`src/rtl/button_pio_pkg.sv`:
```
// Shared constants for the debounced button PIO.
// Register word addresses and edge-type encodings.
package button_pio_pkg;

  localparam logic [1:0] ADDR_DATA = 2'd0;
  localparam logic [1:0] ADDR_RAW  = 2'd1;
  localparam logic [1:0] ADDR_MASK = 2'd2;
  localparam logic [1:0] ADDR_EDGE = 2'd3;

  localparam int EDGE_RISE = 0;
  localparam int EDGE_FALL = 1;
  localparam int EDGE_ANY  = 2;

  localparam int THR_MIN = 2;

endpackage

```
`src/rtl/button_debounce.sv`:
```
// One button channel: 2-FF synchroniser, stability counter, accepted level.
// Level is accepted after the input differs from it for limit+1 cycles.
module button_debounce #(
  parameter int CNT_W       = 16,
  parameter bit RESET_LEVEL = 1'b0
) (
  input  logic             clk,
  input  logic             reset_n,
  input  logic             din,
  input  logic [CNT_W-1:0] limit,
  output logic             sync,
  output logic             stable
);

  logic             meta;
  logic [CNT_W-1:0] cnt;

  always_ff @(posedge clk or negedge reset_n) begin
    if (!reset_n) begin
      meta <= RESET_LEVEL;
      sync <= RESET_LEVEL;
    end else begin
      meta <= din;
      sync <= meta;
    end
  end

  // Any return to the accepted level restarts the count.
  always_ff @(posedge clk or negedge reset_n) begin
    if (!reset_n) begin
      cnt    <= '0;
      stable <= RESET_LEVEL;
    end else if (sync == stable) begin
      cnt <= '0;
    end else if (cnt == limit) begin
      stable <= sync;
      cnt    <= '0;
    end else begin
      cnt <= cnt + 1'b1;
    end
  end

endmodule

```
`src/rtl/button_pio_debounced.sv`:
```
// Avalon-MM button PIO with debounce, edge capture (W1C) and masked irq.
// BUTTON_DBNC_PROG_EN: address 1 becomes a R/W debounce threshold.
module button_pio_debounced
  import button_pio_pkg::*;
#(
  parameter int WIDTH           = 3,
  parameter int DEBOUNCE_CYCLES = 50000,
  parameter int CNT_W           = 16,
  parameter int EDGE_TYPE       = 0,
  parameter bit RESET_LEVEL     = 1'b0
) (
  input  logic             clk,
  input  logic             reset_n,
  input  logic [1:0]       address,
  input  logic             chipselect,
  input  logic             write_n,
  input  logic [31:0]      writedata,
  output logic [31:0]      readdata,
  output logic             irq,
  input  logic [WIDTH-1:0] in_port
);

  localparam logic [CNT_W-1:0] DBNC_DEF = CNT_W'(DEBOUNCE_CYCLES);
  localparam logic [CNT_W-1:0] DBNC_MIN = CNT_W'(THR_MIN);

  logic             wr;
  logic [CNT_W-1:0] thr;
  logic [CNT_W-1:0] limit;
  logic [WIDTH-1:0] sync;
  logic [WIDTH-1:0] stable;
  logic [WIDTH-1:0] stable_d;
  logic [WIDTH-1:0] rise;
  logic [WIDTH-1:0] fall;
  logic [WIDTH-1:0] ev;
  logic [WIDTH-1:0] clr;
  logic [WIDTH-1:0] irq_mask;
  logic [WIDTH-1:0] edge_capture;
  logic [31:0]      rd_mux;

  assign wr    = chipselect && !write_n;
  assign limit = thr - 1'b1;

`ifdef BUTTON_DBNC_PROG_EN
  logic [CNT_W-1:0] thr_wd;
  logic             unused_sig;

  assign thr_wd     = writedata[CNT_W-1:0];
  assign unused_sig = &{1'b0, writedata, sync};

  // Too small a threshold would let single-cycle glitches through.
  always_ff @(posedge clk or negedge reset_n) begin
    if (!reset_n) begin
      thr <= DBNC_DEF;
    end else if (wr && address == ADDR_RAW) begin
      thr <= (thr_wd < DBNC_MIN) ? DBNC_MIN : thr_wd;
    end
  end
`else
  logic unused_sig;

  assign thr        = DBNC_DEF;
  assign unused_sig = &{1'b0, writedata, DBNC_MIN};
`endif

  for (genvar i = 0; i < WIDTH; i++) begin : g_ch
    button_debounce #(
      .CNT_W      (CNT_W),
      .RESET_LEVEL(RESET_LEVEL)
    ) u_dbnc (
      .clk    (clk),
      .reset_n(reset_n),
      .din    (in_port[i]),
      .limit  (limit),
      .sync   (sync[i]),
      .stable (stable[i])
    );
  end

  assign rise = stable & ~stable_d;
  assign fall = ~stable & stable_d;

  always_comb begin
    ev = rise;
    case (EDGE_TYPE)
      EDGE_FALL: ev = fall;
      EDGE_ANY:  ev = rise | fall;
      default:   ev = rise;
    endcase
  end

  always_comb begin
    clr = '0;
    if (wr && address == ADDR_EDGE) begin
      clr = writedata[WIDTH-1:0];
    end
  end

  always_comb begin
    rd_mux = '0;
    case (address)
      ADDR_DATA: rd_mux[WIDTH-1:0] = stable;
`ifdef BUTTON_DBNC_PROG_EN
      ADDR_RAW:  rd_mux[CNT_W-1:0] = thr;
`else
      ADDR_RAW:  rd_mux[WIDTH-1:0] = sync;
`endif
      ADDR_MASK: rd_mux[WIDTH-1:0] = irq_mask;
      ADDR_EDGE: rd_mux[WIDTH-1:0] = edge_capture;
      default:   rd_mux = '0;
    endcase
  end

  // stable_d resets to the same level as stable: no edge on release.
  always_ff @(posedge clk or negedge reset_n) begin
    if (!reset_n) begin
      stable_d     <= {WIDTH{RESET_LEVEL}};
      irq_mask     <= '0;
      edge_capture <= '0;
      irq          <= 1'b0;
      readdata     <= '0;
    end else begin
      stable_d <= stable;
      if (wr && address == ADDR_MASK) begin
        irq_mask <= writedata[WIDTH-1:0];
      end
      edge_capture <= (edge_capture & ~clr) | ev;
      irq          <= |(edge_capture & irq_mask);
      readdata     <= rd_mux;
    end
  end

endmodule
```
`config.mk`:
```
export PLATFORM = sky130hd
export DESIGN_NAME = button_pio_debounced
export DESIGN_NICKNAME = d
export VERILOG_FILES = /design/src/rtl/button_pio_pkg.sv /design/src/rtl/button_debounce.sv /design/src/rtl/button_pio_debounced.sv
export SDC_FILE = /design/constraint.sdc
export NUM_CORES = 1
export LEC_CHECK = 0
export CORE_MARGIN = 2
export CORE_UTILIZATION = 51
export CTS_CLUSTER_DIAMETER = 150
export CTS_CLUSTER_SIZE = 20
export DETAILED_ROUTE_END_ITERATION = 8
export PLACE_DENSITY = 0.84
export SLEW_MARGIN = 20
export SYNTH_ARGS = -nofsm -noshare
export SYNTH_HDL_FRONTEND = slang
export SYNTH_SLANG_ARGS = --single-unit
```
`constraint.sdc`:
```
create_clock -name clk -period 1.7 [get_ports clk]
set_input_delay 0.34 -clock clk [delete_from_list [all_inputs] [get_ports clk]]
set_output_delay 0.34 -clock clk [all_outputs]
set_load 0.01 [all_outputs]
```
=== After elaboration in Yosys (flattened, before gate mapping) ===
Cells that the tools add are included.

* Bitwise logic cells: 9
* Reduce and logical (&&, ||, !) cells: 9
* Muxes and demuxes: 8
* Add/sub/neg operators: 3
* Eq/ne operators: 9

{| class="wikitable"
|+ Operators by type and width
! cell !! number
|-
| $mux 16 || 6
|-
| $add 16x1->16 const B || 3
|-
| $eq 16x16->1 const B || 3
|-
| $pmux 3 s4 || 1
|-
| $and 3x3->3 || 3
|-
| $not 3->3 || 2
|-
| $reduce_and 2->1 || 3
|-
| $eq 2x2->1 const B || 2
|-
| $eq 1x1->1 || 3
|-
| $logic_and 1x1->1 || 3
|-
| $mux 3 || 1
|-
| $not 1->1 || 3
|-
| $or 3x3->3 || 1
|-
| $reduce_or 3->1 || 1
|-
| $eq 2x1->1 const B || 1
|-
| $logic_not 2->1 || 1
|-
| $logic_not 1->1 || 1
|}

* Input port bits: 41
* Output and inout port bits: 33
* Register bits: 70

=== Logic depth before layout (Yosys ltp) ===
Gate-level depths: netlist of run 1.

* Word-level depth: 7
* Depth in mapped cells: 6
* Depth with buffers taken out: 5

=== Hierarchy ===
Synthesis of run 1 repeated with hierarchy kept, for this count alone.

* Cells, all modules: 375
* Area, all modules: 4043.9 um2

{| class="wikitable"
|+ By module, submodules not included
! module !! area each (um2) !! instances !! cells each
|-
| button_debounce || 1087.3 || 3 || 103
|-
| button_pio_debounced || 782.0 || 1 || 66
|}

=== Least setup slack after synthesis of run 1 ===
No wires, ideal clock.

* Path kind: reg-to-reg
* Start: reg g_ch[0].u_dbnc.cnt[0]
* End: reg g_ch[0].u_dbnc.cnt[14]
* Required time: 1581 ps
* Arrival: 1337 ps
* Period minus slack after synthesis: 1456 ps
* Path slack: 244 ps
* Stages on the path, launching flop included: 7
* Setup time: 119 ps
* Cells stage by stage: dfrtp_1 ha_1 nand3_1 nand4b_1 nand2_2 buf_6 nor2_1

* Cells in the longest elaborated chain, start to end: 3
* Elaborated cells between the ends (all ways): 4
* Classes of those cells: 1 x add/sub; 1 x eq/ne; 2 x mux

{| class="wikitable"
|+ Ends and longest elaborated chain
! item !! RTL line !! text
|-
| start: declaration || button_debounce.sv:16 || <nowiki>logic [CNT_W-1:0] cnt;</nowiki>
|-
| start signal: assignment || button_debounce.sv:39 || <nowiki>cnt <= cnt + 1'b1;</nowiki>
|-
| $add 16x1->16 / $eq 16x16->1 (equally long branches) || button_debounce.sv:39, button_debounce.sv:35 ||
|-
| $mux 16 (*) || button_debounce.sv:35 || <nowiki>end else if (cnt == limit) begin</nowiki>
|-
| $mux 16 (*) || button_debounce.sv:33 || <nowiki>end else if (sync == stable) begin</nowiki>
|}

Every way passes the cells marked *; elsewhere a longest branch is shown, timed or not.
A chain may end at the register's enable or synchronous reset.

=== Worst setup path in the final report of run 1 ===
* Start: reg g_ch[2].u_dbnc.cnt[0]
* End: reg g_ch[2].u_dbnc.cnt[7]

* Cells in the longest elaborated chain, start to end: 3
* Elaborated cells between the ends (all ways): 4
* Classes of those cells: 1 x add/sub; 1 x eq/ne; 2 x mux

{| class="wikitable"
|+ Ends and longest elaborated chain
! item !! RTL line
|-
| start: declaration || button_debounce.sv:16
|-
| start signal: assignment || button_debounce.sv:39
|-
| $add 16x1->16 / $eq 16x16->1 (equally long branches) || button_debounce.sv:39, button_debounce.sv:35
|-
| $mux 16 (*) || button_debounce.sv:35
|-
| $mux 16 (*) || button_debounce.sv:33
|}

Marks and branches as above.

==> results of run 1 <==
==> stage by stage <==
step	worst slack (ns)	instance area, µm²	instances
final	0.127	3790	426
after global routing	0.0205	3790	426
after CTS	0.119	3780	426
after detailed placement	0.0406	3590	410
after global placement	0.0588	3590	410
after floorplan	0.244	3510	342
==> where the power goes <==
group          switching, mW  internal, mW
Combinational          0.142         0.126
Sequential            0.0537          1.74
Clock                  0.624         0.666
==> kinds of logic (layout without fill, tap and decap cells) <==
kind of cell,Yosys count,in the layout,share of synthesized area (%)
other cells,1,29,0.110
buf+inv,45,52,8.71
xor+xnor,45,45,11.6
flops,70,70,51.4
simple gates,137,137,22.4
compound gates,4,4,0.735
mux,9,9,3.97
fa+ha+maj,3,3,1.10
==> registers in the layout, summed over array words and instances (netlist names) <==
signal and flops:
g_ch.u_dbnc.sync 3, g_ch.u_dbnc.stable 3, g_ch.u_dbnc.meta 3, stable_d 3, edge_capture 3, irq 1, g_ch.u_dbnc.cnt 48, readdata 3
irq_mask 3
==> timing repair <==
item	4_1_cts	5_1_grt
hold endpoints to repair	0	0
gates resized for setup	0	2
setup endpoints to repair	0	15
==> layout by cell type, fill, tap and decap left out, types with 2 or more instances in the layout <==
master and count:
inv_1 13, clkbuf_8 9, clkdlybuf4s50_1 14, o21ai_0 3, nor4_2 3, nand2_1 15
nand4_1 9, nand3_1 15, nor2_2 2, nor2_1 51, xor2_1 8, buf_12 2
and3_1 5, buf_4 6, ha_1 3, mux2_2 6, nor4_1 9, nor4bb_1 4
dfrtp_1 70, nor3_1 11, and4bb_2 3, clkinvlp_4 2, clkinv_2 4, nor4b_1 2
conb_1 29, mux4_2 3, xnor2_1 37
==> worst paths after layout <==
| path | from | endpoint | slack (ns) | cells past startpoint |
|---|---|---|---|---|
| max in group asynchronous | reset_n | g_ch[1].u_dbnc.cnt[9]$_DFF_PN0_ | 1.40 | 2 |
| setup / recovery | g_ch[2].u_dbnc.cnt[0]$_DFF_PN0_ | g_ch[2].u_dbnc.cnt[7]$_DFF_PN0_ | 0.13 | 6 |
| setup reg to reg | g_ch[2].u_dbnc.cnt[0]$_DFF_PN0_ | g_ch[2].u_dbnc.cnt[7]$_DFF_PN0_ | 0.13 | 6 |
| hold reg to reg | g_ch[1].u_dbnc.meta$_DFF_PN0_ | g_ch[1].u_dbnc.sync$_DFF_PN0_ | 0.35 | 0 |
| hold / removal | reset_n | g_ch[0].u_dbnc.cnt[15]$_DFF_PN0_ | -0.0005 | 2 |
| min in group clk | g_ch[1].u_dbnc.meta$_DFF_PN0_ | g_ch[1].u_dbnc.sync$_DFF_PN0_ | 0.35 | 0 |
==> cell usage after synthesis (2+ instances only) <==
| library cell | instances | area [µm²] |
|---|---|---|
| nand2_1 | 15 | 56.3 |
| nor2_2 | 2 | 12.5 |
| ha_1 | 3 | 37.5 |
| o21ai_0 | 3 | 15.0 |
| nor3_1 | 11 | 55.1 |
| mux4_2 | 3 | 67.6 |
| nor4bb_1 | 4 | 40.0 |
| nand3_1 | 15 | 75.1 |
| and3_1 | 5 | 31.3 |
| inv_1 | 13 | 48.8 |
| nor4b_1 | 3 | 26.3 |
| nand4_1 | 9 | 56.3 |
| xor2_1 | 8 | 70.1 |
| nor2_1 | 51 | 191 |
| nor4_2 | 3 | 37.5 |
| nor4_1 | 9 | 56.3 |
| mux2_2 | 6 | 67.6 |
| buf_6 | 2 | 22.5 |
| xnor2_1 | 37 | 324 |
| buf_4 | 30 | 225 |
| dfrtp_1 | 70 | 1750 |
| and4bb_2 | 3 | 37.5 |
==> layer usage <==
metal  up-vias  share of wire [%]  global-route usage (%)
met5         -                  0                       0
met4         0                1.6                    7.94
met3         9                2.9                    3.18
met2        51                 51                    29.0
met1      1127                 45                    23.2
li1       1069                  -                       -
==> final cells by class <==
class / count / area, µm² / area share (%)
clock inverters: 7 / 65.1 / 1.72
repair buffers: 23 / 230 / 6.07
multi-input cells: 227 / 1470 / 38.9
inverters: 13 / 48.8 / 1.29
well taps: 77 / 96.3 / 2.54
clock buffers: 9 / 124 / 3.27
flip-flops and latches: 70 / 1750 / 46.2
==> key figures, run 1 <==
Yosys
  – FF+latch count, synth: 70
  – Number of synthesized flops with an enable pin: 0
  – Mapped Cells: 314
  – Ys async rst share: 100%
  – Register area share after synthesis: roughly 50%
  – Ys Warns: 0
  – Ys flop type: dfrtp_1
  – Netlist cell types: 31
  – Syn avg cell area: 10.8 µm²
  – Cell area after synthesis: roughly 3400 µm²

Layout
  – Layout area overhead: 11.3%
  – Antenna cells: 0
  – Layout cells sized above 1: 13.8%
  – Layout fillers: 509
  – Final core utilization: 59.0%
  – Nets: about 390

Setup path
  – CP bufs+invs: 1
  – Crit Path Category: flop to flop
  – Cell at the slowest stage of the critical path: dfrtp_1
  – CP max FO: 15
  – Peak per-stage delay on the critical path: 0.40 ns
  – Crit end category: flop
  – CP required: 1.92 ns
  – Crit path launch type: flop
  – CP cell instances: ha_1 > and3_1 > nand4_1 > nand2_1 > buf_12 > nor2_1
  – WP data arrival: 1.80 ns
  – Worst path top cell family by delay: simple AND/OR/NAND/NOR gates

Routing
  – DRT Pass-1 Iters: 7
  – Drt drc: 4
  – DRT antenna net count: 0
  – Post-DR wirelength/cell: 13.9 µm
  – Vias: 2256
  – Drt total wl: 5940 µm
  – Iteration-0 DRC Markers: between 100 and 150
  – Vias per cell: 5.30

Place
  – Routability Congestion: ~0.80
  – Placed wire-length estimate: 4030 µm
  – Port bufs: 15

Global routing
  – Vias in the first global route: around 2200
  – First-pass GRT wire length: 10300 µm
  – GRT Overall Usage: 17.7%
  – Largest net degree at the start of global routing: 71
  – Gr ovfl total: 0
  – Initial antenna violation count: 0

Timing
  – Setup TNS: 0 ns
  – Setup violators final: 0
  – Final hold violation count: 3
  – Max Clk Rate: approximately 640 MHz
  – Fin. max-slew vios: 0
  – Final min period: 1.57 ns
  – Tcrit/Tclk final: 92.5%
  – Clk_skew: 0.00589 ns
  – Hold WS: -0.000475 ns
  – RSZ-0062 raised after global routing: false

Clocking
  – Cts-stage hold buffer count: 0
  – CTS Buf Count: 9
  – Clk sinks: 70
  – Postcts setup bufs: 0
  – Clk Latency, worst-skew pair: approximately 0.34 ns
  – CTS clock-pin slew for the worst setup and hold paths: 0.08 ns
  – Clock buffer depth: 2
  – Clk root buf: clkbuf_8
  – CTS tree: built
  – H-tree levels: 3

Power
  – Total Power: 3.35 mW
  – Leakage power: about 1.6 nW
  – PD cells: 883 nW/µm²
  – Max IR drop VDD: 0.000742 V

Floorplan
  – Top-Level Pins: 74
  – Site row count: 29
  – Die area: roughly 7300 µm²
  – Die height: 85.7 µm
  – Die width: 85.7 µm
  – Starting Density: 53.0%
  – Core area: 6420 µm²

Run status
  – Failing checks: DRC, hold timing
  – Outcome: finished with violations

Min path
  – Min-Delay Path Class: input pin to async pin

Run
  – Max-cap viol count: 0
No activity file was read; power rests on OpenSTA's default activity.
==> run 2: changes to the inputs <==
--- a/config.mk
+++ b/config.mk
@@ -11,6 +11,7 @@
 export CTS_CLUSTER_SIZE = 20
 export DETAILED_ROUTE_END_ITERATION = 8
 export PLACE_DENSITY = 0.84
+export SKIP_CTS_REPAIR_TIMING = 1
 export SLEW_MARGIN = 20
 export SYNTH_ARGS = -nofsm -noshare
 export SYNTH_HDL_FRONTEND = slang
==> results of run 2 <==
Same layout as run 1: the final DEF is identical, and so are final timing and power.
==> run 3: changes to the inputs <==
--- a/config.mk
+++ b/config.mk
@@ -6,11 +6,12 @@
 export NUM_CORES = 1
 export LEC_CHECK = 0
 export CORE_MARGIN = 2
-export CORE_UTILIZATION = 51
+export CORE_UTILIZATION = 33
 export CTS_CLUSTER_DIAMETER = 150
 export CTS_CLUSTER_SIZE = 20
 export DETAILED_ROUTE_END_ITERATION = 8
-export PLACE_DENSITY = 0.84
+export GPL_ROUTABILITY_DRIVEN = 0
+export PLACE_DENSITY = 0.6
 export SKIP_CTS_REPAIR_TIMING = 1
 export SLEW_MARGIN = 20
 export SYNTH_ARGS = -nofsm -noshare
==> key figures, run 3 (synthesis gave the netlist of run 1 again) <==
Layout
  – Final core utilization: 38.2% (-21 points)
  – Antenna cells: 0 (unchanged)
  – Top reg by flops: g_ch.u_dbnc.cnt
  – Max reg flops: 48 (unchanged)
  – Most frequent cells in the layout: dfrtp_1 (70), nor2_1 (51), xnor2_1 (37)
  – Nets: 389 (+0.26%)
  – Most common cell after layout, fill and taps aside: dfrtp_1
  – Layout fillers: 1009 (+98%)
  – Layout cells sized above 1: 13.7% (-0.039 points)
  – Layout area overhead: 14.2%

Floorplan
  – Die height: 106 µm (+23%)
  – Die width: 106 µm (+23%)
  – Site row count: 37 (+28%)
  – Starting Density: 33.4% (-20 points)
  – Top-Level Pins: 74 (unchanged)
  – Core area: 10200 µm² (+59%)
  – Die area: 11100 µm² (+52%)

Place
  – Port bufs: 15 (unchanged)
  – Setup WS pre-CTS: 0.0585 ns (+0.0178 ns)
  – Placed wire-length estimate: 3590 µm (-11%)

Setup path
  – CP max FO: 1 (-14)
  – Worst path top cell family by delay: buffers and inverters
  – Cell at the slowest stage of the critical path: clkdlybuf4s50_1
  – CP cell instances: clkdlybuf4s50_1
  – Crit path launch type: flop
  – CP required: 1.36 ns (-0.56 ns)
  – WP data arrival: 1.21 ns (-0.59 ns)
  – Crit Path Category: flop to output pin
  – CP bufs+invs: 1 (unchanged)
  – Peak per-stage delay on the critical path: 0.53 ns (+0.13 ns)
  – Crit end category: output pin

Clocking
  – H-tree levels: 3 (unchanged)
  – CTS Buf Count: 9 (unchanged)
  – Clk sinks: 70 (unchanged)
  – CTS tree: built
  – Clk root buf: clkbuf_8
  – Clock buffer depth: 2 (unchanged)
  – CTS clock-pin slew for the worst setup and hold paths: 0.08 ns (about the same)
  – Clk Latency, worst-skew pair: 0.34 ns (about the same)

Timing
  – Setup TNS: 0 ns (unchanged)
  – RSZ-0062 raised after global routing: false
  – Final hold violation count: 0 (-3)
  – Worst setup margin: 0.147 ns (+0.0206 ns)
  – Setup violators final: 0 (unchanged)
  – Final min period: 1.55 ns (-0.0206 ns)
  – Tcrit/Tclk final: 91.3% (-1.2 points)
  – Clk_skew: 0.00567 ns (-0.000217 ns)
  – Max Clk Rate: 644 MHz (+1.3%)
  – Hold WS: 0.00501 ns (+0.00548 ns)
  – Fin. max-slew vios: 0 (unchanged)

Routing
  – Vias: 2154 (-4.5%)
  – DRT Pass-1 Iters: 4 (-3)
  – Vias per cell: 4.43 (-16%)
  – DRT antenna net count: 0 (unchanged)
  – Post-DR wirelength/cell: 11.2 µm (-20%)
  – Iteration-0 DRC Markers: 108 (-21%)
  – Drt drc: 0 (-4)
  – Drt total wl: 5430 µm (-8.5%)

Global routing
  – Initial antenna violation count: 0 (unchanged)
  – First-pass GRT wire length: 9680 µm (-5.6%)
  – Gr ovfl total: 0 (unchanged)
  – Largest net degree at the start of global routing: 71 (unchanged)
  – Vias in the first global route: 2099 (-6.7%)
  – GRT Overall Usage: 10.8% (-7.0 points)

Power
  – PD cells: 882 nW/µm² (-0.21%)
  – Max IR drop VDD: 0.000488 V (-34%)
  – Total Power: 3.43 mW (+2.4%)
  – Leakage power: 1.61 nW (+0.77%)

Run
  – Max-cap viol count: 0 (unchanged)

Min path
  – Min-Delay Path Class: input pin to async pin

Run status
  – Outcome: finished clean
==> run 3: worst paths after layout <==
path                                                       start                               end  slack [ns]  cells after the start
min in group clk                   g_ch[1].u_dbnc.meta$_DFF_PN0_     g_ch[1].u_dbnc.sync$_DFF_PN0_        0.35                      0
worst max-delay path                       readdata[1]$_DFF_PN0_                       readdata[1]        0.15                      1
worst min register to register     g_ch[1].u_dbnc.meta$_DFF_PN0_     g_ch[1].u_dbnc.sync$_DFF_PN0_        0.35                      0
max in group asynchronous                                reset_n   g_ch[1].u_dbnc.cnt[1]$_DFF_PN0_        1.40                      2
worst max register to register  g_ch[0].u_dbnc.cnt[10]$_DFF_PN0_   g_ch[0].u_dbnc.cnt[4]$_DFF_PN0_        0.17                      4
worst min-delay path                                     reset_n  g_ch[0].u_dbnc.cnt[10]$_DFF_PN0_       0.005                      2
==> run 3: where the power goes <==
group,leakage [nW],internal (mW),switching (mW),total [mW]
combinational,0.568,0.129,0.136,0.265
clock,0.100,0.695,0.684,1.38
sequential,0.942,1.73,0.0495,1.78
total,1.61,2.56,0.870,3.43
==> run 3: layout make-up <==
type | count | area [µm²] | share of cell area, %
inverter | 13 | 48.8 | 1.25
clock buffer | 9 | 124 | 3.19
sequential | 70 | 1750 | 45.0
clock inverter | 7 | 81.3 | 2.09
timing repair buffer | 24 | 250 | 6.44
tap | 136 | 170 | 4.38
multi-input combinational | 227 | 1460 | 37.6
==> run 3: per-layer routing <==
metal / part of all wire, % / wire, µm / track usage, % / vias to the layer above
met5: 0 / 0 / 0 / -
met4: 2.0 / 109 / 5.36 / 0
met3: 3.4 / 185 / 2.29 / 10
met2: 43 / 2330 / 15.2 / 48
met1: 52 / 2800 / 15.6 / 1028
li1: - / - / - / 1068
==> run 3: through the flow <==
step / cell area [µm²] / cells
final: 3890 / 486
after CTS: 3890 / 486
after detailed placement: 3680 / 470
after global placement: 3680 / 470
after floorplan: 3510 / 342
after global routing: 3890 / 486
